==> config.mk <==
export PLATFORM = sky130hd
export DESIGN_NAME = pipeline_stall_controller
export DESIGN_NICKNAME = d
export VERILOG_FILES = /design/src/rtl/pipeline_stall_controller.sv
export SDC_FILE = /design/constraint.sdc
export NUM_CORES = 1
export LEC_CHECK = 0
export CORE_UTILIZATION = 35
export DETAILED_ROUTE_END_ITERATION = 12
export PLACE_DENSITY = 0.87
export SETUP_SLACK_MARGIN = 0.02
export SYNTH_ARGS = -nofsm -noshare
export SYNTH_HDL_FRONTEND = slang
export SYNTH_SLANG_ARGS = --single-unit
export TNS_END_PERCENT = 1
==> constraint.sdc <==
create_clock -name clk -period 2.69 [get_ports clk]
set_clock_uncertainty 0.15 [all_clocks]
set_input_delay 0.538 -clock clk [delete_from_list [all_inputs] [get_ports clk]]
set_output_delay 0.538 -clock clk [all_outputs]
set_load 0.05 [all_outputs]
==> src/rtl/pipeline_stall_controller.sv <==
// Pipeline stall/flush controller for a classic 5-stage in-order pipeline.
//
// Decides each cycle which pipeline registers may load and which receive a NOP.
// It handles a slow data memory, a multi-cycle mul/div unit, branch mispredicts
// and load-use hazards. The outputs are Mealy: they are combinational from the
// state register and the current inputs.
//
// Ports:
//   clk, rst                  clock (rising edge), asynchronous active-high reset
//   rs1_id, rs2_id            source registers of the instruction in ID
//   rd_ex, memread_ex         destination register of the EX instruction; EX is a load
//   mispredict_ex             branch resolved in EX disagrees with its prediction
//   dmem_req, dmem_ready      MEM-stage access valid; memory has completed it
//   mdu_start, mdu_done       multi-cycle op occupies EX; its result is valid
//   pc_write .. mem_wb_write  load enables for the PC and the pipeline registers
//   if_id_flush, id_ex_flush  load a NOP into IF/ID or ID/EX
//   ex_mem_bubble             load a NOP into EX/MEM
//   state_o                   0 = RUN, 1 = MEM_WAIT, 2 = MDU_BUSY
//   stall_cnt                 (only with STALL_CNT_EN) saturating count of cycles
//                             with pc_write low outside reset
//
// Configuration macro: STALL_CNT_EN adds the stall_cnt output and its counter.

module pipeline_stall_controller (
  input  logic        clk,
  input  logic        rst,
  input  logic [4:0]  rs1_id,
  input  logic [4:0]  rs2_id,
  input  logic [4:0]  rd_ex,
  input  logic        memread_ex,
  input  logic        mispredict_ex,
  input  logic        dmem_req,
  input  logic        dmem_ready,
  input  logic        mdu_start,
  input  logic        mdu_done,
  output logic        pc_write,
  output logic        if_id_write,
  output logic        id_ex_write,
  output logic        ex_mem_write,
  output logic        mem_wb_write,
  output logic        if_id_flush,
  output logic        id_ex_flush,
  output logic        ex_mem_bubble,
  output logic [1:0]  state_o
`ifdef STALL_CNT_EN
  ,
  output logic [31:0] stall_cnt
`endif
);

  typedef enum logic [1:0] {
    StRun     = 2'd0,
    StMemWait = 2'd1,
    StMduBusy = 2'd2
  } state_e;

  state_e state_q, state_d;

  // {pc, if_id, id_ex, ex_mem, mem_wb}
  logic [4:0] wr;
  logic       mem_stall, mdu_stall, load_use;
  // Which parts of the normal RUN priority chain apply this cycle.
  logic       eval_en, en_mem, en_mdu;

  assign mem_stall = dmem_req & ~dmem_ready;
  assign mdu_stall = mdu_start & ~mdu_done;
  // x0 is hardwired to zero, so a load to it never creates a dependency.
  assign load_use  = memread_ex && (rd_ex != 5'd0) &&
                     ((rd_ex == rs1_id) || (rd_ex == rs2_id));

  always_comb begin
    wr            = 5'b11111;
    if_id_flush   = 1'b0;
    id_ex_flush   = 1'b0;
    ex_mem_bubble = 1'b0;
    state_d       = state_q;
    eval_en       = 1'b0;
    en_mem        = 1'b0;
    en_mdu        = 1'b0;

    case (state_q)
      StRun: begin
        eval_en = 1'b1;
        en_mem  = 1'b1;
        en_mdu  = 1'b1;
      end
      StMemWait: begin
        if (dmem_ready) begin
          eval_en = 1'b1;
          en_mdu  = 1'b1;
          state_d = StRun;
        end else begin
          wr = 5'b00000;
        end
      end
      StMduBusy: begin
        if (mdu_done) begin
          eval_en = 1'b1;
          en_mem  = 1'b1;
          state_d = StRun;
        end else begin
          wr            = 5'b00011;
          ex_mem_bubble = 1'b1;
          // A slow memory access behind the MDU freezes the back end as well.
          if (mem_stall) wr = 5'b00000;
        end
      end
      default: state_d = StRun;
    endcase

    if (eval_en) begin
      if (en_mem && mem_stall) begin
        wr = 5'b00000;
        if (state_q == StRun) state_d = StMemWait;
      end else if (en_mdu && mdu_stall) begin
        wr            = 5'b00011;
        ex_mem_bubble = 1'b1;
        if (state_q == StRun) state_d = StMduBusy;
      end else if (mispredict_ex) begin
        // PC and IF/ID stay enabled so the redirect target is fetched.
        if_id_flush = 1'b1;
        id_ex_flush = 1'b1;
      end else if (load_use) begin
        wr[4]       = 1'b0;
        wr[3]       = 1'b0;
        id_ex_flush = 1'b1;
      end
    end

    if (rst) begin
      wr            = 5'b00000;
      if_id_flush   = 1'b0;
      id_ex_flush   = 1'b0;
      ex_mem_bubble = 1'b0;
    end
  end

  assign {pc_write, if_id_write, id_ex_write, ex_mem_write, mem_wb_write} = wr;
  assign state_o = state_q;

  always_ff @(posedge clk or posedge rst) begin
    if (rst) state_q <= StRun;
    else     state_q <= state_d;
  end

`ifdef STALL_CNT_EN
  always_ff @(posedge clk or posedge rst) begin
    if (rst) begin
      stall_cnt <= 32'd0;
    end else if (!pc_write && (stall_cnt != 32'hFFFF_FFFF)) begin
      stall_cnt <= stall_cnt + 32'd1;
    end
  end
`endif

endmodule

Word-level counts from Yosys, hierarchy flattened

Cells that the tools add are included.
W data, S select, Z words.

Input bits: 23
Register bits after elaboration: 2
Logic and storage cells: 57

Bitwise logic cells: 4
Reduce and logical (&&, ||, !) cells: 7
Equality and inequality tests: 4
Multiplexer cells: 41

Operators by type and width:

| kind                 | count |
|---|---|
| $mux W5              | 5 |
| $mux W2              | 11 |
| $mux W1              | 19 |
| $eq A5 B5 Y1         | 2 |
| $pmux W5 S2          | 1 |
| $pmux W2 S3          | 1 |
| $reduce_bool A5 Y1   | 1 |
| $logic_and A1 B1 Y1  | 4 |
| $pmux W1 S2          | 2 |
| $mux W3              | 1 |
| $pmux W1 S3          | 1 |
| $and A1 B1 Y1        | 2 |
| $eq A2 B1 Y1 const B | 1 |
| $eq A2 B2 Y1 const B | 1 |
| $logic_not A2 Y1     | 1 |
| $not A1 Y1           | 2 |
| $logic_or A1 B1 Y1   | 1 |

Logic depth before layout (Yosys ltp)

Gate-level depths: netlist (run 1).

Word-level depth: 11
Gate-level depth with buffers: 7
Mapped depth without buffers: 6

Worst setup path after synthesis (run 1)

OpenSTA, ideal clock, no wires.

Path type: register -> output
From: reg state_q[1] (netlist: state_o[1])
To: out pc_write
Buffers on the path: 1
Setup slack: -1.452 ns
Cell stages (with the launch flop): 8
Data arrival time: 3.454 ns
Required time: 2.002 ns
Cell sequence: dfrtp_1 inv_1 ha_1 a22oi_2 a21oi_2 a221oi_2 a21boi_1 buf_4

Cells in the longest elaborated chain, start to end: 8

RTL lines:

| what                                         | RTL line | source |
|---|---|---|
| start: declaration                           | 57       | `state_e state_q, state_d;` |
| start signal: assignment                     | 142      | `if (rst) state_q <= StRun;` |
| start signal: assignment                     | 143      | `else state_q <= state_d;` |
| $eq A2 B2 Y1 or $eq A2 B1 Y1 (tied branches) | 81       | `case (state_q)` |
| $pmux W5 S2                                  | 81       |  |
| $mux W2                                      | 123      | `end else if (load_use) begin` |
| $mux W2                                      | 119      | `end else if (mispredict_ex) begin` |
| $mux W2                                      | 115      | `end else if (en_mdu && mdu_stall) begin` |
| $mux W5                                      | 112      | `if (en_mem && mem_stall) begin` |
| $mux W5 (*)                                  | 111      | `if (eval_en) begin` |
| $mux W5 (*)                                  | 130      | `if (rst) begin` |
| end: declaration                             | 36       | `output logic pc_write,` |

Mark *: on every way between the ends. The rest lies on a longest branch, timed or not.

Final worst setup path (run 1)

From: in rd_ex[1]
To: out if_id_write

Cells in the longest elaborated chain, start to end: 9

RTL lines:

| what                                                      | RTL line | source |
|---|---|---|
| start: declaration                                        | 29       | `input logic [4:0] rd_ex,` |
| $eq A5 B5 Y1 or $reduce_bool A5 Y1 (tied branches)        | 69, 68   |  |
| $logic_or A1 B1 Y1 or $logic_and A1 B1 Y1 (tied branches) | 69, 68   |  |
| $logic_and A1 B1 Y1 (*)                                   | 68       | `assign load_use = memread_ex && (rd_ex != 5'd0) &&` |
| $mux W2 (*)                                               | 123      |  |
| $mux W2 (*)                                               | 119      |  |
| $mux W2 (*)                                               | 115      |  |
| $mux W5 (*)                                               | 112      |  |
| $mux W5 (*)                                               | 111      |  |
| $mux W5 (*)                                               | 130      |  |
| end: declaration                                          | 37       | `output logic if_id_write,` |

Marks and branches as above.

==> summary.txt, run 1 <==
Global route
  – Final global-route overflow total: 0
  – Maximum number of pins on one net before global-route repair: 7
  – Global Route Usage Sum: 33.6%
  – Global-route wire length before repair: 3.51 mm
  – Number of global-route vias before repair: 710
  – Initial antenna violation count: 0

Detailed routing
  – Drt via density: 5.62
  – Routed wirelength normalized by instance count: 20.0 µm
  – DRT antenna net count: 0
  – DRC: 0
  – Router iterations before antenna repair: 4
  – Drt initial violations: 22
  – Vias: 714
  – DRT Wirelength: 2.54 mm

Clock network
  – TritonCTS Buffers: 3
  – Clock H-tree levels: 1
  – Number of buffers between clock root and the deepest sink: 2
  – CTS hold repair buffers: 0
  – Root Buffer Master: sky130_fd_sc_hd__clkbuf_4
  – Worst-path clk slew: 0.03 ns
  – CTS tree: done
  – Clock tree sinks: 2
  – Clock latency on the worst-skew pair: 0.22 ns

Floorplanning
  – Ports: 33
  – Core outline area: 1320 µm²
  – Cell row count: 13
  – Die outline width: approximately 40 µm
  – Starting density of the core: between 30 and 40%
  – DIE HEIGHT: 40.1 µm
  – Overall die area: 1610 µm²

Logic synthesis
  – Total of warnings raised by yosys: 0
  – Area share of fa/ha/maj cells after synthesis: roughly 10%
  – Post-synthesis compound-gate area fraction: between 20% and 30%
  – Number of instances in the synthesized netlist: 65
  – Mapped Nets: 92
  – Avg Synthesized Cell Area: 7.82 µm²
  – Simple-gate share of the synthesized area: between 20% and 30%
  – Post-synthesis xor/xnor area fraction: 17.2%
  – Multiplexer fraction of the synthesized cell area: 0%
  – Dominant combinational cell family by area after synthesis: compound AO/OA/AOI/OAI gates
  – Mapped cell area: 508 µm²
  – Yosys reg bits: 2
  – Share of the yosys chip area belonging to registers: 9.85%
  – Number of different library cells in the post-synthesis netlist: 30

Timing
  – Share of the clock period used by the worst path after layout: 100%
  – Max-slew violation total from the final report: 0
  – Unrepaired setup endpoints after global routing: yes
  – Rel. slew slack: 66.4%
  – Worst path setup slack after routing: -0.0112 ns
  – Fmax: 370 MHz
  – Final Critical Period: 2.70 ns
  – Final Hold Viols: 0
  – Worst Max-Slew Pin Slew: 0.502 ns
  – Worst slack on hold paths: about 0.49 ns
  – Final number of setup-violating endpoints: 2

Worst setup path
  – Critical path capture point type: primary output
  – Cell-by-cell trace of the critical path: dlygate4sd2_1, or4_4, o21ai_4, nor3b_2, a21boi_4, buf_12
  – Launch point of the worst reg-to-reg path: state_o[0]$_DFF_PP0_
  – Arrival @ worst endpoint: 2.01 ns
  – Max Fanout on Critical Path: 2
  – CP required: 2.00 ns
  – Critical-path cell with the highest stage delay: sky130_fd_sc_hd__or4_4
  – Crit. Startpoint: rd_ex[1]
  – Worst Setup Path Type: input port to primary output
  – Worst setup slack for register-to-register paths: 0.89 ns
  – Max stage delay on crit path: 0.56 ns
  – Critical path launch point type: input port

Power
  – Maximum vdd drop: 705 µV
  – Reported leakage power: 0.473 nW
  – Cell area power density: a little under 1000 nW/µm²

Finish
  – Final std cells w/o fill: 127
  – Most common cell after layout, fill and taps aside: sky130_fd_sc_hd__clkdlybuf4s50_1
  – Highest-count cells in the layout ignoring fill and taps: 16 x sky130_fd_sc_hd__clkdlybuf4s50_1, 14 x sky130_fd_sc_hd__buf_4, 9 x sky130_fd_sc_hd__xnor2_1
  – Relative area change from synthesis to final layout: 131%
  – Fill cells: 60
  – Area of the multi-input gates: around 560 µm²
  – Antenna Diode Count: 0
  – Fin nets: 141
  – FF/Latch Area: roughly 53 µm²
  – Final Core Density: 89.1%
  – Fraction of final layout cells with drive strength greater than 1: 42.9%
  – Flip-flop count of the largest register after layout: 2

Placed design
  – Global placement routability congestion: around 0.83
  – Cells after DPL: 122
  – Half-perimeter wire length of the detailed placement result: 1.59 mm
  – Count of buffers from port buffering: 32

Worst hold path
  – Class of the tightest hold or removal check: register to register
  – Start point of the worst min-delay path: state_o[0]$_DFF_PP0_

Outcome
  – Result of the run: finished, violations left
  – Failing checks: negative setup slack

Flow run
  – Maxcap violations: 0
-- worst paths after layout --
check                                  endpoint  cells after the start
hold reg to reg            state_o[0]$_DFF_PP0_                      1
setup reg to reg           state_o[0]$_DFF_PP0_                      5
max in group asynchronous  state_o[1]$_DFF_PP0_                      2
hold / removal             state_o[0]$_DFF_PP0_                      1
min in group asynchronous  state_o[0]$_DFF_PP0_                      2
setup / recovery                    if_id_write                      6
-- metrics by stage --
stage | setup slack (ns) | power (W) | setup TNS [ns] | cell area (µm²)
2_1_floorplan | -0.520 | 0.000585 | -1.36 | 566
3_3_place_gp | -0.151 | 0.000928 | -0.836 | 1060
3_5_place_dp | -0.194 | 0.000956 | -1.01 | 1060
4_1_cts | 0.0178 | 0.00111 | 0 | 1160
5_1_grt | -0.0411 | 0.00118 | -0.150 | 1170
6_report | -0.0112 | 0.00113 | -0.0215 | 1170
-- layer usage --
metal	global-route usage (%)	part of all wire, %
met1	37.9	38
met2	64.9	55
met3	3.89	4.0
met4	8.62	3.5
met5	0	0
-- cells in the mapped netlist --
master | instances | area, µm²
sky130_fd_sc_hd__a221oi_1 | 1 | 8.76
sky130_fd_sc_hd__or4_4 | 1 | 11.3
sky130_fd_sc_hd__a21oi_2 | 2 | 17.5
sky130_fd_sc_hd__nor2_4 | 1 | 11.3
sky130_fd_sc_hd__a21boi_1 | 1 | 7.51
sky130_fd_sc_hd__buf_4 | 2 | 15.0
sky130_fd_sc_hd__nand2b_1 | 5 | 31.3
sky130_fd_sc_hd__inv_1 | 5 | 18.8
sky130_fd_sc_hd__a31o_1 | 1 | 8.76
sky130_fd_sc_hd__dfrtp_1 | 2 | 50.1
sky130_fd_sc_hd__o21a_1 | 1 | 7.51
sky130_fd_sc_hd__a21oi_1 | 4 | 20.0
sky130_fd_sc_hd__o21ai_2 | 1 | 8.76
sky130_fd_sc_hd__a211oi_1 | 1 | 7.51
sky130_fd_sc_hd__nor2_1 | 3 | 11.3
sky130_fd_sc_hd__xnor2_1 | 10 | 87.6
sky130_fd_sc_hd__nor4bb_1 | 1 | 10.0
sky130_fd_sc_hd__ha_1 | 4 | 50.1
sky130_fd_sc_hd__nor3b_1 | 1 | 7.51
sky130_fd_sc_hd__nor3_1 | 1 | 5.00
sky130_fd_sc_hd__a31oi_1 | 1 | 6.26
sky130_fd_sc_hd__nand2_1 | 4 | 15.0
sky130_fd_sc_hd__and2_1 | 1 | 6.26
sky130_fd_sc_hd__and3b_1 | 1 | 8.76
sky130_fd_sc_hd__a221oi_2 | 1 | 15.0
sky130_fd_sc_hd__a22oi_2 | 1 | 12.5
sky130_fd_sc_hd__a22o_1 | 1 | 8.76
sky130_fd_sc_hd__nand3_1 | 3 | 15.0
sky130_fd_sc_hd__or3_1 | 1 | 6.26
sky130_fd_sc_hd__o22ai_1 | 3 | 18.8
-- where the power goes --
part / total, W / internal [W] / leakage [nW] / switching [W]
sequential: 0.0000672 / 0.0000441 / 0.0232 / 0.0000231
combinational: 0.00100 / 0.000477 / 0.436 / 0.000523
clock: 0.0000663 / 0.0000493 / 0.0138 / 0.0000170
-- critical path, delay by kind of cell --
kind / cells / cell delay [ns]
buffers and inverters: 2 / 0.41
AOI/OAI and AO/OA: 2 / 0.41
and+or+nand+nor: 2 / 0.65
-- area by class of cell --
class	instances	share of cell area, %
multi-input combinational	56	47.7
timing repair buffer	46	42.5
sequential	2	4.48
clock buffer	3	1.92
inverter	5	1.81
tap	15	1.60
-- repair_timing --
item	in CTS	in global routing
pin swaps	9	6
setup endpoints to repair	8	5
gates resized for setup	19	3
buffers inserted	2	0
-- cell families after synthesis --
group           after synthesis
compound gates               19
xor+xnor                     10
fa+ha+maj                     4
buf+inv                       7
flops                         2
simple gates                 23
No activity file was read; power rests on OpenSTA's default activity.
==> run 2, diff against run 1 <==
Settings changed: CORE_MARGIN from default to 8, MAX_ROUTING_LAYER from default to met4.
==> summary.txt, run 2 (same netlist as run 1, synthesis figures left out) <==
Detailed routing
  – DRT antenna net count: 0 (unchanged)
  – Vias: 712 (-0.28%)
  – Routed wirelength normalized by instance count: 20.6 µm (+3.1%)
  – Drt initial violations: 7 (-68%)
  – Routed length on met3: 132 µm (+31%)
  – Top metal layer carrying routed signals: met4
  – Wire length on met1: 971 µm (+1.3%)
  – DRC: 0 (unchanged)
  – Drt via density: 5.61 (-0.28%)
  – Router iterations before antenna repair: 4 (unchanged)
  – DRT Wirelength: 2.62 mm (+3.1%)
  – Total met2 wirelength after detailed routing: 1.38 mm (-0.22%)

Outcome
  – Failing checks: negative setup slack
  – Result of the run: finished, violations left

Power
  – Maximum vdd drop: 781 µV (+11%)
  – Cell area power density: 980 nW/µm² (+1.4%)
  – Reported leakage power: 0.473 nW (about the same)

Global route
  – Initial antenna violation count: 0 (unchanged)
  – Global Route Usage Sum: 17.5% (-16 points)
  – Maximum number of pins on one net before global-route repair: 7 (unchanged)
  – Global-route wire length before repair: 3.67 mm (+4.5%)
  – Number of global-route vias before repair: 764 (+7.6%)
  – Final global-route overflow total: 0 (unchanged)

Timing
  – Share of the clock period used by the worst path after layout: 101% (+0.94 points)
  – Rel. slew slack: 66.7% (+0.26 points)
  – Fmax: 367 MHz (-0.93%)
  – Worst path setup slack after routing: -0.0364 ns (-0.0252 ns)
  – Final Critical Period: 2.73 ns (+0.0252 ns)
  – Max-slew violation total from the final report: 0 (unchanged)
  – Worst Max-Slew Pin Slew: 0.498 ns (-0.00391 ns)
  – Unrepaired setup endpoints after global routing: yes
  – Final Hold Viols: 0 (unchanged)
  – Final number of setup-violating endpoints: 4 (+2)

Finish
  – Fin nets: 141 (unchanged)
  – Most common cell after layout, fill and taps aside: sky130_fd_sc_hd__clkdlybuf4s50_1
  – Antenna Diode Count: 0 (unchanged)
  – Flip-flop count of the largest register after layout: 2 (unchanged)
  – Highest-count cells in the layout ignoring fill and taps: 16 x sky130_fd_sc_hd__clkdlybuf4s50_1, 14 x sky130_fd_sc_hd__buf_4, 10 x sky130_fd_sc_hd__xnor2_1
  – Final non-filler cell area: 1180 µm² (+0.75%)
  – Relative area change from synthesis to final layout: 133%
  – Fraction of final layout cells with drive strength greater than 1: 44.6% (+1.8 points)

Floorplanning
  – Ports: 33 (unchanged)
  – Overall die area: 2930 µm² (+82%)
  – Starting density of the core: 38.1% (-0.47 points)
  – DIE HEIGHT: 54.1 µm (+35%)
  – Cell row count: 13 (unchanged)
  – Die outline width: 54.1 µm (+35%)
  – Core outline area: 1330 µm² (+1.2%)

Flow run
  – Maxcap violations: 0 (unchanged)

Worst setup path
  – Worst path top cell family by delay: compound AO/OA/AOI/OAI gates
  – Number of cells on the worst reg-to-reg path: 5 (unchanged)
  – Endpoint of the lowest-slack register-to-register path: state_o[0]$_DFF_PP0_
  – Worst setup slack for register-to-register paths: 0.92 ns (+0.03 ns)
  – Critical path buffer and inverter count: 2 (unchanged)
  – Critical-path cell with the highest stage delay: sky130_fd_sc_hd__dlygate4sd2_1
  – Max stage delay on crit path: 0.32 ns (-0.24 ns)
  – Arrival @ worst endpoint: 2.04 ns (+0.03 ns)
  – CP required: 2.00 ns (about the same)
  – Worst Setup Path Type: input port to primary output
  – Critical path launch point type: input port
  – Critical path capture point type: primary output
  – Max Fanout on Critical Path: 6 (+4)
  – Launch point of the worst reg-to-reg path: state_o[0]$_DFF_PP0_
  – Total stage count of the critical path: 6 (unchanged)
  – Cell-by-cell trace of the critical path: dlygate4sd2_1, a22oi_2, a21oi_4, a221oi_4, a21boi_4, buf_12

Clock network
  – Clock tree sinks: 2 (unchanged)
  – Clock latency on the worst-skew pair: 0.22 ns (about the same)
  – Clock H-tree levels: 1 (unchanged)
  – TritonCTS Buffers: 3 (unchanged)
  – Root Buffer Master: sky130_fd_sc_hd__clkbuf_4
  – Worst-path clk slew: 0.03 ns (about the same)
  – CTS hold repair buffers: 0 (unchanged)
  – CTS tree: done
  – Number of buffers between clock root and the deepest sink: 2 (unchanged)

Placed design
  – Half-perimeter wire length of the detailed placement result: 1.86 mm (+17%)
  – Global placement routability congestion: 0.873 (+5.3%)
  – Placed Area: 1060 µm² (unchanged)
  – Count of buffers from port buffering: 32 (unchanged)
  – Worst-case setup slack after placement: -0.235 ns (-0.0418 ns)

Worst hold path
  – Hold path endpoint: state_o[1]$_DFF_PP0_
  – Class of the tightest hold or removal check: register to register
  – Cell count of the worst hold path: 2 (+1)
  – Start point of the worst min-delay path: state_o[1]$_DFF_PP0_
==> run 2: repair_timing <==
action,in CTS,in global routing
hold endpoints to repair,0,0
resized for setup,19,8
pin swaps,9,4
buffers inserted,1,1
setup endpoints to repair,8,7
==> run 2: how the worst max path moves through the flow <==
stage	slack (ns)	to	start
detailed placement	-0.24	if_id_write	rd_ex[1]
CTS	0.02	mem_wb_write	state_o[0]$_DFF_PP0_
finish	-0.04	if_id_write	dmem_ready
global route	-0.07	if_id_write	dmem_ready
global placement	-0.21	if_id_write	rd_ex[1]
floorplan	-0.52	pc_write	state_o[1]$_DFF_PP0_
==> run 2: layout make-up <==
| class | count | area [µm²] |
|---|---|---|
| fill | 61 | 151 |
| clock buffer | 3 | 22.5 |
| tap | 15 | 18.8 |
| sequential | 2 | 52.6 |
| multi-input combinational | 56 | 562 |
| timing repair buffer | 46 | 503 |
| inverter | 5 | 23.8 |
==> run 2: tightest hold or removal path: stages (launching register included) <==
cell	delay [ns]
sky130_fd_sc_hd__dfrtp_2	0.44
sky130_fd_sc_hd__nand2_1	0.07
sky130_fd_sc_hd__a21oi_1	0.06
==> run 2: per-layer routing <==
metal	global-route usage, %	up-vias
met5	-	-
met4	6.15	0
met3	3.58	12
met2	33.4	31
met1	17.0	340
li1	-	329
==> run 2: per-stage QoR <==
stage	setup TNS, ns	hold WS [ns]	utilization [%]	instances	total power [W]
detailed placement	-1.22	0.456	79.2	122	0.000965
global placement	-0.826	0.438	79.2	122	0.000935
CTS	0	0.477	84.9	126	0.00108
global route	-0.301	0.507	88.6	127	0.00121
finish	-0.0758	0.475	88.6	127	0.00116
floorplan	-1.36	0.129	-	65	0.000585
==> run 2: power by group <==
group	internal [W]	switching [W]
sequential	0.0000442	0.0000246
clock	0.0000489	0.0000135
combinational	0.000493	0.000534
total	0.000586	0.000573
